==> config.mk <==
export PLATFORM = sky130hd
export DESIGN_NAME = text_console_ctrl
export DESIGN_NICKNAME = d
export VERILOG_FILES = /design/src/rtl/text_console_ctrl.sv
export SDC_FILE = /design/constraint.sdc
export NUM_CORES = 1
export LEC_CHECK = 0
export CAP_MARGIN = 40
export CORE_UTILIZATION = 50
export CTS_CLUSTER_DIAMETER = 80
export DETAILED_ROUTE_END_ITERATION = 8
export PLACE_DENSITY = 0.77
export SYNTH_ARGS = -nofsm -noshare
export SYNTH_HDL_FRONTEND = slang
export SYNTH_SLANG_ARGS = --single-unit
==> constraint.sdc <==
create_clock -name clk -period 2.4 [get_ports clk]
set_clock_uncertainty 0.15 [all_clocks]
set_input_delay 0.6 -clock clk [delete_from_list [all_inputs] [get_ports clk]]
set_output_delay 0.6 -clock clk [all_outputs]
set_load 0.02 [all_outputs]
==> src/rtl/text_console_ctrl.sv <==
// Write-side controller for the text-mode character RAM.
// Interprets a byte stream (printables, LF, CR, BS), tracks the cursor,
// and issues registered RAM writes. Scrolling rotates top_row and blanks
// one physical row; clearing blanks the whole RAM.
module text_console_ctrl #(
    parameter int          TextCols = 64,
    parameter int          TextRows = 32,
    parameter logic [7:0]  Blank    = 8'h20,
    localparam int         Cells    = TextCols * TextRows,
    localparam int         AW       = $clog2(Cells),
    localparam int         RW       = $clog2(TextRows),
    localparam int         CW       = $clog2(TextCols)
) (
    input  logic          clk,
    input  logic          reset,
    input  logic [7:0]    in_data,
    input  logic          in_valid,
    output logic          in_ready,
    input  logic          clear,
    output logic          wr_en,
    output logic [AW-1:0] wr_addr,
    output logic [7:0]    wr_data,
    output logic [RW-1:0] top_row,
    output logic [CW-1:0] cur_col,
    output logic [RW-1:0] cur_row,
    output logic          busy
);

    typedef enum logic [1:0] {sIdle, sClear, sScroll} state_t;

    localparam logic [AW-1:0] LastCell = AW'(Cells - 1);
    localparam logic [AW-1:0] LastCol  = AW'(TextCols - 1);
    localparam logic [CW-1:0] MaxCol   = CW'(TextCols - 1);
    localparam logic [RW-1:0] MaxRow   = RW'(TextRows - 1);
    localparam logic [RW:0]   RowsW    = (RW+1)'(TextRows);

    state_t        state, state_nxt;
    logic [AW-1:0] cnt, cnt_nxt;
    logic [RW-1:0] top_nxt, row_nxt, scroll_row, scroll_row_nxt;
    logic [CW-1:0] col_nxt;
    logic          pending, pending_nxt;
    logic          wr_en_nxt;
    logic [AW-1:0] wr_addr_nxt;
    logic [7:0]    wr_data_nxt;
    logic          advance;
    logic [RW:0]   phys_sum;
    logic [RW-1:0] phys;
    logic [AW-1:0] char_addr, scroll_addr;

    assign busy     = (state != sIdle);
    assign in_ready = (state == sIdle) && !clear && !pending;

    // Physical row of the cursor: modular add by compare-and-subtract.
    always_comb begin
        phys_sum = {1'b0, top_row} + {1'b0, cur_row};
        if (phys_sum >= RowsW) phys_sum = phys_sum - RowsW;
        phys        = phys_sum[RW-1:0];
        char_addr   = AW'(phys) * AW'(TextCols) + AW'(cur_col);
        scroll_addr = AW'(scroll_row) * AW'(TextCols) + cnt;
    end

    // Next-state, cursor, and write-port decode.
    always_comb begin
        // NOTE: every target gets a default first so no latch is inferred.
        state_nxt      = state;
        cnt_nxt        = cnt;
        top_nxt        = top_row;
        col_nxt        = cur_col;
        row_nxt        = cur_row;
        scroll_row_nxt = scroll_row;
        pending_nxt    = pending;
        wr_en_nxt      = 1'b0;
        wr_addr_nxt    = wr_addr;
        wr_data_nxt    = wr_data;
        advance        = 1'b0;

        case (state)
            sClear: begin
                wr_en_nxt   = 1'b1;
                wr_addr_nxt = cnt;
                wr_data_nxt = Blank;
                if (clear) begin
                    cnt_nxt = '0;
                end else if (cnt == LastCell) begin
                    cnt_nxt   = '0;
                    top_nxt   = '0;
                    col_nxt   = '0;
                    row_nxt   = '0;
                    state_nxt = sIdle;
                end else begin
                    cnt_nxt = cnt + AW'(1);
                end
            end

            sScroll: begin
                wr_en_nxt   = 1'b1;
                wr_addr_nxt = scroll_addr;
                wr_data_nxt = Blank;
                if (clear) pending_nxt = 1'b1;
                if (cnt == LastCol) begin
                    cnt_nxt   = '0;
                    state_nxt = sIdle;
                end else begin
                    cnt_nxt = cnt + AW'(1);
                end
            end

            default: begin  // sIdle
                if (clear || pending) begin
                    cnt_nxt     = '0;
                    pending_nxt = 1'b0;
                    state_nxt   = sClear;
                end else if (in_valid) begin
                    if (in_data >= 8'h20 && in_data <= 8'h7E) begin
                        wr_en_nxt   = 1'b1;
                        wr_addr_nxt = char_addr;
                        wr_data_nxt = in_data;
                        if (cur_col == MaxCol) begin
                            col_nxt = '0;
                            advance = 1'b1;
                        end else begin
                            col_nxt = cur_col + CW'(1);
                        end
                    end else if (in_data == 8'h0A) begin
                        col_nxt = '0;
                        advance = 1'b1;
                    end else if (in_data == 8'h0D) begin
                        col_nxt = '0;
                    end else if (in_data == 8'h08) begin
                        if (cur_col != '0) begin
                            col_nxt = cur_col - CW'(1);
                        end else if (cur_row != '0) begin
                            row_nxt = cur_row - RW'(1);
                            col_nxt = MaxCol;
                        end
                    end
                end

                // Bottom-row advance rotates the view and blanks the old top row.
                if (advance) begin
                    if (cur_row < MaxRow) begin
                        row_nxt = cur_row + RW'(1);
                    end else begin
                        top_nxt        = (top_row == MaxRow) ? '0 : top_row + RW'(1);
                        scroll_row_nxt = top_row;
                        cnt_nxt        = '0;
                        state_nxt      = sScroll;
                    end
                end
            end
        endcase
    end

    // State and registered write-port update, synchronous reset.
    always_ff @(posedge clk) begin
        // NOTE: non-blocking assignments so every register samples pre-edge values.
        if (reset) begin
            state      <= sClear;
            cnt        <= '0;
            top_row    <= '0;
            cur_col    <= '0;
            cur_row    <= '0;
            scroll_row <= '0;
            pending    <= 1'b0;
            wr_en      <= 1'b0;
            wr_addr    <= '0;
            wr_data    <= Blank;
        end else begin
            state      <= state_nxt;
            cnt        <= cnt_nxt;
            top_row    <= top_nxt;
            cur_col    <= col_nxt;
            cur_row    <= row_nxt;
            scroll_row <= scroll_row_nxt;
            pending    <= pending_nxt;
            wr_en      <= wr_en_nxt;
            wr_addr    <= wr_addr_nxt;
            wr_data    <= wr_data_nxt;
        end
    end

endmodule

; ---- Word level (Yosys, flattened, before mapping)
; Index checks and enable logic that the tools add are counted.
[classes]
add_sub_neg = 10
n_mul = 0
div = 0
magnitude_cmp = 4
n_eq_ne = 16
n_shift = 0
muxes = 61
n_bitwise = 5
n_reduce_logical = 27
[op_table]
columns = operator, n
row1 = $mux W11, 9
row2 = $mux W5, 16
row3 = $mux W6, 11
row4 = $pmux W11 S2, 2
row5 = $eq A8 B4 Y1 const B, 3
row6 = $pmux W5 S2, 2
row7 = $reduce_and A3 Y1, 6
row8 = $mux W1, 12
row9 = $mux W2, 6
row10 = $pmux W6 S2, 1
row11 = $reduce_bool A6 Y1, 2
row12 = $add A11 B1 Y11 const B, 1
row13 = $add A11 B11 Y11, 1
row14 = $add A11 B6 Y11, 1
row15 = $eq A11 B11 Y1 const B, 1
row16 = $eq A11 B6 Y1 const B, 1
row17 = $add A5 B1 Y5 const B, 2
row18 = $reduce_bool A5 Y1, 2
row19 = $sub A5 B1 Y5 const B, 2
row20 = $ge A8 B6 Y1 const B, 1
row21 = $le A8 B7 Y1 const B, 1
row22 = $ne A2 B2 Y1 const B, 4
row23 = $reduce_bool A2 Y1, 4
row24 = $reduce_and A7 Y1, 1
row25 = other kinds (22), 31
[word_totals]
register_bits = 55
latch_bits = 0
ramBits = 0
rom_bits = 0
out_inout_bits = 38
mem_count = 0

; ---- Longest topological paths before layout
[depth]
ltp_word = 12
depth_mapped = 9
mapped_depth_nobuf = 9

; ---- Worst setup path after synthesis
; OpenSTA, ideal clock, no wires.
[synth_timing]
path_type = input-to-reg
start = input in_data[0]
end = register cur_row[1]
setup_ns = 0.124
t_arrival_ns = 2.350
setup_slack_ns = -0.223
stages = 6
path_buffers = 0
cell_sequence = or4_4 -> or4_4 -> o41ai_1 -> a31oi_1 -> a211oi_1 -> o21ai_1
[synth_via]
elab_chain_len = 10
[synth_lines]
columns = element, line_no
row1 = from (decl), 16  ; input logic [7:0] in_data,
row2 = $eq A8 B4 Y1, 129  ; end else if (in_data == 8'h08) begin
row3 = $mux W5, 129
row4 = $mux W5, 127  ; end else if (in_data == 8'h0D) begin
row5 = $mux W5, 124  ; end else if (in_data == 8'h0A) begin
row6 = $mux W5, 114  ; if (in_data >= 8'h20 && in_data <= 8'h7E) begin
row7 = $mux W5, 113  ; end else if (in_valid) begin
row8 = $mux W5, 109  ; if (clear || pending) begin
row9 = $mux W5, 141  ; if (cur_row < MaxRow) begin
row10 = $mux W5 (*), 140  ; if (advance) begin
row11 = $pmux W5 S2 (*), 77  ; case (state)
row12 = to (signal assigned), 173  ; cur_row <= row_nxt;
row13 = to (decl), 25  ; output logic [RW-1:0] cur_row,
; Mark *: on every way between the ends. The rest lies on a longest branch, timed or not. The select of a mux whose other input is x is not followed.
; A chain may end at the register's enable or synchronous reset.

; ---- Final worst setup path
[layout_timing]
start = input in_data[6]
end = register cur_row[1]
; Same word-level chain as after synthesis.

==> results.ini <==
[placed_design]
gp_congestion = 0.9312
port_buffers = 49
placed_cells = 588
dp_hpwl_um = 7109

[setup_path]
endpoint_kind = register
critical_path_class = primary input to register
worstPathRequired_ns = 2.46
critPathLaunchType = primary input
worstPathArrival_ns = 2.55
crit_path_max_fanout = 3

[route]
routed_wl_um = 10320
via_per_inst = 6.005
route.detailed.drc = 0
ant_nets = 0
routedWlPerCell_um = 16.89
via_count = 3669
drt_iter0_drc = 222
firstDrtPassIters = 4

[timing]
hold_ws_ns = 0.3105
period_share_pct = 103.6
tightest_slew_ns = 0.6305
worst_slack_ns = -0.08652
finalSetupTns_ns = -0.2372
setup_viol = 6
hold_violations = 0
fmax_mhz = 402.2
slew_viol_final = 0
period_minus_slack_ns = 2.487
slew_headroom_pct = 57.65
grt_setup_unrepaired = yes

[grt]
grt_overflow = 0
grt_use_total_pct = 27.96
grt_antenna_before_repair = 0
grt_pass1_wl_um = 16450
grt_pass1_vias = 3545
grt_max_degree = 17

[synthesis]
syn_inst = 423
syn-num-nets = 456
yosysWarnings = 0
syn_area_um2 = 3490
async_flop_share_pct = 0
synth-edff-count = 0
yosysTopAreaCell = dfxtp_1
synth_top_area_share_pct = 31.55
syn_avg_cell_area_um2 = 8.250
ys.flop_type = dfxtp_1
synth_cell_type_count = 62
synth-seq-area-share_pct = 31.55
synth.ff_latch_count = 55
synthTopCellsByArea = dfxtp_1 (32%), ha_1 (6.8%), a21oi_1 (5.7%)

[die]
fp.dieH_um = 85.54
initial_utilization_pct = 51.65
coreArea_um2 = 6756
pin_count = 50
rows = 30
die-width_um = 85.54
die_area_um2 = 7317

[cells_and_area]
drive_gt1_share_pct = 22.79
stdcell_count = 611
post-route-util_pct = 70.91
num_antenna_cells = 0
nets = 563
area_growth_pct = 37.29

[clocking]
cts_root_buf = clkbuf_8
cts_tree = yes
cts_buffer_depth = 2
cts.htree.levels = 2
cts_sinks = 55
clk_pin_slew_ns = 0.10
hold_buffers = 0
clkLatencyLatePin_ns = 0.32
cts_inserted_buffers = 5

[worst_hold_path]
hold_path.class = register to register

[pwr]
p_per_area_nw_per_um2 = 341.1
p_leak_nw = 2.016
peakVddDrop_v = 0.0002626
finalPower_mw = 1.634

[run_status]
failed_checks = setup timing
status = complete, but fails checks

[job]
drv_cap = 0

## layout by cell type, fill, tap and decap left out, types with 4 or more instances in the layout
master / synthesis / layout
and2_1: 4 / 4
a22oi_1: 7 / 7
nand3b_1: 5 / 5
buf_6: 0 / 5
nand2b_1: 6 / 6
ha_1: 19 / 19
a21o_1: 10 / 10
nand3_1: 11 / 10
o22ai_1: 5 / 5
nor3_1: 17 / 17
xnor2_1: 10 / 10
mux2i_1: 16 / 16
buf_4: 0 / 64
dfxtp_2: 0 / 4
o21ai_0: 4 / 4
xor2_1: 4 / 4
a22o_1: 5 / 5
clkbuf_8: 0 / 6
and3_1: 7 / 7
a21oi_1: 40 / 38
nor2_1: 46 / 45
nand2_1: 29 / 28
clkdlybuf4s50_1: 0 / 38
a221oi_1: 4 / 4
a31oi_1: 7 / 6
o21ai_1: 13 / 11
dlygate4sd2_1: 0 / 5
dfxtp_1: 55 / 51
inv_1: 19 / 19
## path summary, 6_finish.rpt
kind / slack (ns) / startpoint / cells after the start / end
setup reg to reg: 0.06 / pending / 7 / cnt[9]
setup / recovery: -0.09 / in_data[6] / 8 / cur_row[1]
hold / removal: 0.31 / wr_addr[9] / 2 / wr_addr[9]
hold reg to reg: 0.31 / wr_addr[9] / 2 / wr_addr[9]
## metal layers
layer / global-route usage (%) / vias to the layer above / routed length (µm)
li1: - / 1763 / -
met1: 34.71 / 1754 / 4536
met2: 48.51 / 129 / 5058
met3: 4.812 / 23 / 522
met4: 10.61 / 0 / 199
met5: 0 / - / 0
## critical path: stages
cell and delay, ns:
buf_6 0.09, or4_4 0.55, buf_6 0.15, or4_4 0.46, o41ai_4 0.33, a31oi_2 0.08
a211oi_2 0.18, o21ai_1 0.10
## sequential cells by signal, summed over array words and instances (netlist names), 2 cells and up
name and flops:
cnt 11, wr_addr 11, wr_data 8, cur_col 6, cur_row 5, scroll_row 5
top_row 5, state 2
## cells by family (layout without fill, tap and decap cells)
group | after synthesis | in the layout | synth area share [%]
AND/OR/NAND/NOR | 156 | 156 | 24.31
AO/OA/AOI/OAI | 124 | 125 | 24.02
XOR/XNOR | 14 | 14 | 3.514
flip-flops | 55 | 55 | 31.55
adder cells (fa/ha/maj) | 21 | 21 | 7.960
buffers and inverters | 37 | 144 | 4.052
multiplexers | 16 | 16 | 4.589
## cell usage after synthesis (all sizes together), types with 6 or more instances
cell type	number
a21o	10
a21oi	40
a22oi	7
a31oi	7
and3	7
clkbuf	16
dfxtp	55
ha	19
inv	19
mux2i	16
nand2	30
nand2b	6
nand3	11
nor2	46
nor3	19
o21ai	18
or4	6
xnor2	10
## stage by stage
stage / area (µm²) / worst slack (ns)
floorplan: 3517 / -0.1596
global placement: 4446 / -0.6462
detailed placement: 4446 / -0.7097
CTS: 4597 / -0.07272
global route: 4791 / -0.1319
finish: 4791 / -0.08652
## repair_timing
action | in CTS | in global routing
hold endpoints to repair | 0 | 0
pin swaps | 14 | 17
endpoints found under the setup margin | 46 | 36
gates cloned | 1 | 0
setup buffers | 5 | 9
gates resized for setup | 30 | 28
## where the power goes
group / leakage, nW / switching [mW] / internal (mW)
combinational: 1.52 / 0.0775 / 0.0718
sequential: 0.446 / 0.00302 / 0.916
clock: 0.0484 / 0.328 / 0.238
total: 2.02 / 0.409 / 1.23
## area by class of cell
| cell class | count | area [µm²] |
|---|---|---|
| Inverter | 19 | 71.32 |
| Sequential cell | 55 | 1106 |
| Fill cell | 525 | 1966 |
| Clock buffer | 7 | 86.33 |
| Multi-Input combinational cell | 332 | 2412 |
| Clock inverter | 1 | 8.758 |
| Tap cell | 80 | 100.1 |
| Timing Repair Buffer | 117 | 1006 |
No activity file was read; power rests on OpenSTA's default activity.
